`src/rtl/noise_video_gen.sv`:
```
// Noise video source: pixel-enable divider, H/V raster counters, blank/sync decode
// and a Galois-LFSR luminance that repeats each line pair in line-doubled mode.
module noise_video_gen #(
  parameter int H_ACTIVE  = 320,
  parameter int H_FP      = 16,
  parameter int H_SYNC    = 32,
  parameter int H_BP      = 32,
  parameter int V_ACTIVE  = 240,
  parameter int V_FP      = 3,
  parameter int V_SYNC    = 3,
  parameter int V_BP_NTSC = 16,
  parameter int V_BP_PAL  = 66
) (
  input  logic       clk,
  input  logic       reset_n,
  input  logic       pal,
  input  logic       scandouble,
  output logic       ce_pix,
  output logic       HBlank,
  output logic       HSync,
  output logic       VBlank,
  output logic       VSync,
  output logic [7:0] video
);

  localparam int H_TOTAL = H_ACTIVE + H_FP + H_SYNC + H_BP;
  localparam int VT_NTSC = V_ACTIVE + V_FP + V_SYNC + V_BP_NTSC;
  localparam int VT_PAL  = V_ACTIVE + V_FP + V_SYNC + V_BP_PAL;
  localparam int VT_MAX  = (VT_PAL > VT_NTSC) ? VT_PAL : VT_NTSC;
  localparam int HW      = $clog2(H_TOTAL);
  localparam int VW      = $clog2(2 * VT_MAX);

  localparam logic [HW-1:0] H_LAST   = HW'(H_TOTAL - 1);
  localparam logic [HW-1:0] H_ACT_C  = HW'(H_ACTIVE);
  localparam logic [HW-1:0] HS_START = HW'(H_ACTIVE + H_FP);
  localparam logic [HW-1:0] HS_END   = HW'(H_ACTIVE + H_FP + H_SYNC);
  localparam logic [VW-1:0] V_ACT_C  = VW'(V_ACTIVE);
  localparam logic [VW-1:0] VS_START = VW'(V_ACTIVE + V_FP);
  localparam logic [VW-1:0] VS_END   = VW'(V_ACTIVE + V_FP + V_SYNC);
  localparam logic [VW-1:0] VL_NTSC  = VW'(VT_NTSC - 1);
  localparam logic [VW-1:0] VL_PAL   = VW'(VT_PAL - 1);
  localparam logic [VW-1:0] VL_NTSC2 = VW'(2 * VT_NTSC - 1);
  localparam logic [VW-1:0] VL_PAL2  = VW'(2 * VT_PAL - 1);

  localparam logic [15:0] LFSR_SEED = 16'hACE1;
  localparam logic [15:0] LFSR_TAPS = 16'hB400;

  logic [1:0]    div;
  logic [HW-1:0] hcnt;
  logic [VW-1:0] vcnt;
  logic          pal_q;
  logic          dbl_q;
  logic [15:0]   lfsr;
  logic [15:0]   line_seed;

  logic          tick;
  logic          h_wrap;
  logic          frame_end;
  logic [VW-1:0] v_last;
  logic [VW-1:0] line;
  logic          hb_d;
  logic          hs_d;
  logic          vb_d;
  logic          vs_d;
  logic          active;
  logic          reload;
  logic [15:0]   lfsr_cur;
  logic [15:0]   lfsr_nxt;

  always_comb begin
    tick      = dbl_q ? (div == 2'd1) : (div == 2'd3);
    h_wrap    = (hcnt == H_LAST);
    if (dbl_q) v_last = pal_q ? VL_PAL2 : VL_NTSC2;
    else       v_last = pal_q ? VL_PAL  : VL_NTSC;
    frame_end = h_wrap && (vcnt == v_last);
    line      = dbl_q ? (vcnt >> 1) : vcnt;
    hb_d      = (hcnt >= H_ACT_C);
    hs_d      = (hcnt >= HS_START) && (hcnt < HS_END);
    vb_d      = (line >= V_ACT_C);
    vs_d      = (line >= VS_START) && (line < VS_END);
    active    = !hb_d && !vb_d;
    // Second copy of a doubled line restarts from the seed captured on the first copy.
    reload    = dbl_q && vcnt[0] && (hcnt == '0);
    lfsr_cur  = reload ? line_seed : lfsr;
    lfsr_nxt  = (lfsr_cur >> 1) ^ (lfsr_cur[0] ? LFSR_TAPS : 16'h0000);
  end

  always_ff @(posedge clk or negedge reset_n) begin
    if (!reset_n) begin
      div       <= '0;
      hcnt      <= '0;
      vcnt      <= '0;
      pal_q     <= 1'b0;
      dbl_q     <= 1'b0;
      lfsr      <= LFSR_SEED;
      line_seed <= LFSR_SEED;
      ce_pix    <= 1'b0;
      HBlank    <= 1'b0;
      HSync     <= 1'b0;
      VBlank    <= 1'b0;
      VSync     <= 1'b0;
      video     <= 8'h00;
    end else begin
      ce_pix <= tick;
      // Wrapping on tick also clears div at a frame start where the mode changes.
      div    <= tick ? 2'd0 : div + 2'd1;
      if (tick) begin
        HBlank <= hb_d;
        HSync  <= hs_d;
        VBlank <= vb_d;
        VSync  <= vs_d;
        video  <= active ? lfsr_cur[7:0] : 8'h00;
        lfsr   <= active ? lfsr_nxt : lfsr_cur;
        if ((hcnt == '0) && !vcnt[0]) line_seed <= lfsr;
        hcnt <= h_wrap ? '0 : hcnt + HW'(1);
        if (h_wrap) vcnt <= frame_end ? '0 : vcnt + VW'(1);
        if (frame_end) begin
          pal_q <= pal;
          dbl_q <= scandouble;
        end
      end
    end
  end

endmodule

```
`config.mk`:
```
export PLATFORM = sky130hd
export DESIGN_NAME = noise_video_gen
export DESIGN_NICKNAME = d
export VERILOG_FILES = /design/src/rtl/noise_video_gen.sv
export SDC_FILE = /design/constraint.sdc
export NUM_CORES = 1
export LEC_CHECK = 0
export CELL_PAD_IN_SITES_DETAIL_PLACEMENT = 1
export CELL_PAD_IN_SITES_GLOBAL_PLACEMENT = 2
export CORE_MARGIN = 2
export CORE_UTILIZATION = 36
export CTS_CLUSTER_SIZE = 40
export DETAILED_ROUTE_END_ITERATION = 16
export GPL_TIMING_DRIVEN = 0
export PLACE_DENSITY_LB_ADDON = 0.3
export SKIP_LAST_GASP = 1
export SLEW_MARGIN = 20
export SYNTH_ARGS = -nofsm -noshare
export SYNTH_HDL_FRONTEND = slang
export SYNTH_SLANG_ARGS = --single-unit
```
`constraint.sdc`:
```
create_clock -name clk -period 2.1 [get_ports clk]
set_clock_uncertainty 0.05 [all_clocks]
set_input_delay 0.42 -clock clk [delete_from_list [all_inputs] [get_ports clk]]
set_output_delay 0.42 -clock clk [all_outputs]
set_load 0.01 [all_outputs]
```
==> results.toml <==
[logic_synthesis]
ys_async_sr_fraction_pct = 100
synth_top_area_share_pct = 38.3
syn_area_um2 = 3400
synth.avg_cell_area_um2 = 10.7
synth.area.top_cells = "dfrtp_1 (38%), dfstp_2 (12%), mux2_2 (6.6%), nand2_1 (5.7%), mux2i_1 (4.1%)"
ys_types = 58
ys_seq_area_share_pct = 50.7
synth-seq-cells = 68
synth_edf_count = 0
syn-num-nets = 325
synthCells = 317
synth_flop_cell = "dfrtp_1"
yosys.area.top_type = "dfrtp_1"
synth_warnings = 0

[pwr]
power_density_nw_per_um2 = 681
irDropWorstVdd_v = 0.000243
intPower_uw = 2080
p_comb_share_pct = 13.6
p_leak_uw = 0.00183
design_power_total_uw = 2940
p_sw_share_pct = 29.3
p_switching_uw = 862
power.clock.fraction_pct = 37.3
power_frac_seq_pct = 49.1

[finish]
antennaDiodeCount = 0
final_nets = 364
multi_input_area_um2 = 1800
postLayoutCoreUtil_pct = 47.0
design_area_um2 = 4320
drive_gt1_share_pct = 34.9
syn2layout_area_growth_pct = 27.1
regArea_um2 = 1720
n_fill_cell = 1002

[floorplan]
die_w_um = 101
dieArea_um2 = 10200
core_area_um2 = 9200
io_pins = 17
rows = 35
die_h_um = 101
initial_core_util_pct = 37.0

[sta]
finalCritPeriodShare_pct = 100
finalMaxSlewViolations = 0
tightest_slew_ps = 528
final-setup-viol-count = 2
hold_violations = 0
grt_setup_unrepaired = "yes"
timing.fmax_ghz = 0.474
timing.slew.headroom_pct = 64.8
fin_ws_ps = -8.27
post-route-min-period_ps = 2110

[min_path]
hp-class = "in -> async"

[clock_network]
cts_root_buf = "clkbuf_8"
clk_pin_slew_ps = 80
numCtsBuffers = 9
cts_tree = "yes"
clock_path_buffers = 2
htreeDepth = 3
insertion_delay_ps = 340
cts_sinks = 68

[placement]
routabilityCongestion = 0.789
place_area_um2 = 3720
post-dp-hpwl_um = 5640
port_buffers = 16

[critical_path]
end_kind = "register"
cpMostUsedCell = "buf_6"
r2r-start = "dbl_q"
worstPathArrival_ps = 2320
crit_slowest_cell = "dfrtp_2"
critPathMaxStageDelay_ps = 470
path_max_fanout = 10
startpoint = "dbl_q"
critPathKind = "reg -> reg"
regToRegEndpoint = "lfsr[7]"
worst-r2r-cell-count = 7
cp_data_required_time_ps = 2310
path_cells = "buf_6 > mux2_4 > a2111o_1 > or2_1 > buf_6 > buf_12 > o221ai_1"
critPathLaunchType = "register"
r2r_slack_ps = -8

[drt]
drtIter0Drc = 55
drt-pass1-iter-count = 4
num_vias = 2602
drc = 0
avgRoutedWirePerCell_um = 18.0
via_per_inst = 5.51
wirelength_um = 8490
antenna_left = 0

[run]
maxCapViolations = 0

[global_route]
overflow = 0
grt_max_degree = 55
grt_pass1_vias = 2624
antenna_found_initial = 0
grt_usage_pct = 17.1
grt_pass1_wl_um = 13700

[outcome]
violations = "setup timing"
status = "finished with violations"
## kinds of logic after synthesis
logic type / Yosys count / synth area share, %
simple gates: 107 / 15.1
flops: 68 / 50.7
compound gates: 61 / 13.7
mux: 35 / 11.2
buf+inv: 27 / 4.01
xor+xnor: 15 / 3.87
fa+ha+maj: 4 / 1.47
## metrics by stage
step	setup slack (ps)	TNS (ps)	hold WS [ps]	std cells
3_3_place_gp	-1830	-122370	388	444
6_report	-8.27	-15.1	429	472
4_1_cts	-10.2	-20.1	414	468
5_1_grt	-71.6	-1100	438	472
2_1_floorplan	60.5	0	74.4	317
3_5_place_dp	-428	-12300	250	445
## Yosys cell counts, types with 4 or more instances
| cell | instances |
|---|---|
| nand2_1 | 52 |
| mux2i_1 | 14 |
| mux2_2 | 20 |
| dfrtp_1 | 52 |
| nor2b_1 | 5 |
| o21ai_0 | 19 |
| o221ai_1 | 13 |
| dfstp_2 | 16 |
| xor2_1 | 5 |
| clkbuf_1 | 9 |
| nor2_1 | 16 |
| ha_1 | 4 |
| nand3_1 | 5 |
| inv_1 | 7 |
| and3_1 | 4 |
| buf_2 | 4 |
| xnor2_1 | 10 |
## power groups by stage
stage	sequential [µW]	combinational, µW	clock, µW
after global routing	1450	446	1180
final	1440	401	1100
after CTS	1430	370	1130
after global placement	1450	323	0
after detailed placement	1450	338	0
after floorplan	1430	220	0
## final cells by class
cell class / instances / area share [%]
Buffer: 17 / 3.24
Clock buffer: 9 / 2.87
Clock inverter: 7 / 1.74
Inverter: 8 / 0.753
Multi-Input combinational cell: 222 / 41.6
Sequential cell: 68 / 39.9
Tap cell: 111 / 3.21
Timing Repair Buffer: 30 / 6.72
## metal layers
| layer | routed length (µm) | vias up | global-route usage (%) |
|---|---|---|---|
| li1 | - | 1220 | - |
| met1 | 4100 | 1336 | 23.7 |
| met2 | 4080 | 36 | 27.7 |
| met3 | 193 | 10 | 2.48 |
| met4 | 121 | 0 | 5.61 |
| met5 | 0 | - | 0 |
## critical path, delay by kind of cell, from the launching register on
kind / cells / cell delay (ps)
mux: 1 / 290
simple gates: 1 / 260
flops: 1 / 470
compound gates: 2 / 550
buf+inv: 3 / 430
## registers in the layout, indices dropped and copies added (netlist names)
register and count:
line_seed 16, pal_q 1, vcnt 10, HBlank 1
VBlank 1, div 2, hcnt 9, dbl_q 1
video 8, VSync 1, HSync 1, lfsr 16
ce_pix 1
## worst max-delay path by stage
stage	slack, ps	end	cells past startpoint
2_1_floorplan	60	line_seed[1]	7
3_3_place_gp	-1830	vcnt[6]	1
3_5_place_dp	-430	line_seed[4]	7
4_1_cts	-10	lfsr[0]	6
5_1_grt	-70	lfsr[3]	7
6_report	-8	lfsr[7]	7
## cell usage in the layout, fill, tap and decap left out, types with 4 or more instances in the layout
master,synthesis,final
buf_4,2,11
buf_6,3,8
clkbuf_2,0,4
clkbuf_8,0,9
clkdlybuf4s50_1,0,15
dfrtp_1,52,51
dfstp_2,16,16
inv_1,7,6
mux2_2,20,18
mux2i_2,0,10
nand2_1,52,51
nand3_1,5,4
nor2_1,16,15
nor2b_1,5,5
o21ai_0,19,12
o21ai_1,1,4
o21ai_2,0,4
o221ai_2,1,10
xnor2_1,10,10
xor2_1,5,5
## timing repair
action | in CTS | in global routing
pin swaps | 5 | 10
hold buffers | 1 | 0
setup endpoints to repair | 56 | 43
endpoints found under the hold margin | 14 | 0
setup buffers | 6 | 5
gates cloned | 0 | 1
gates resized for setup | 19 | 62
Power figures use the tool's default switching activity.
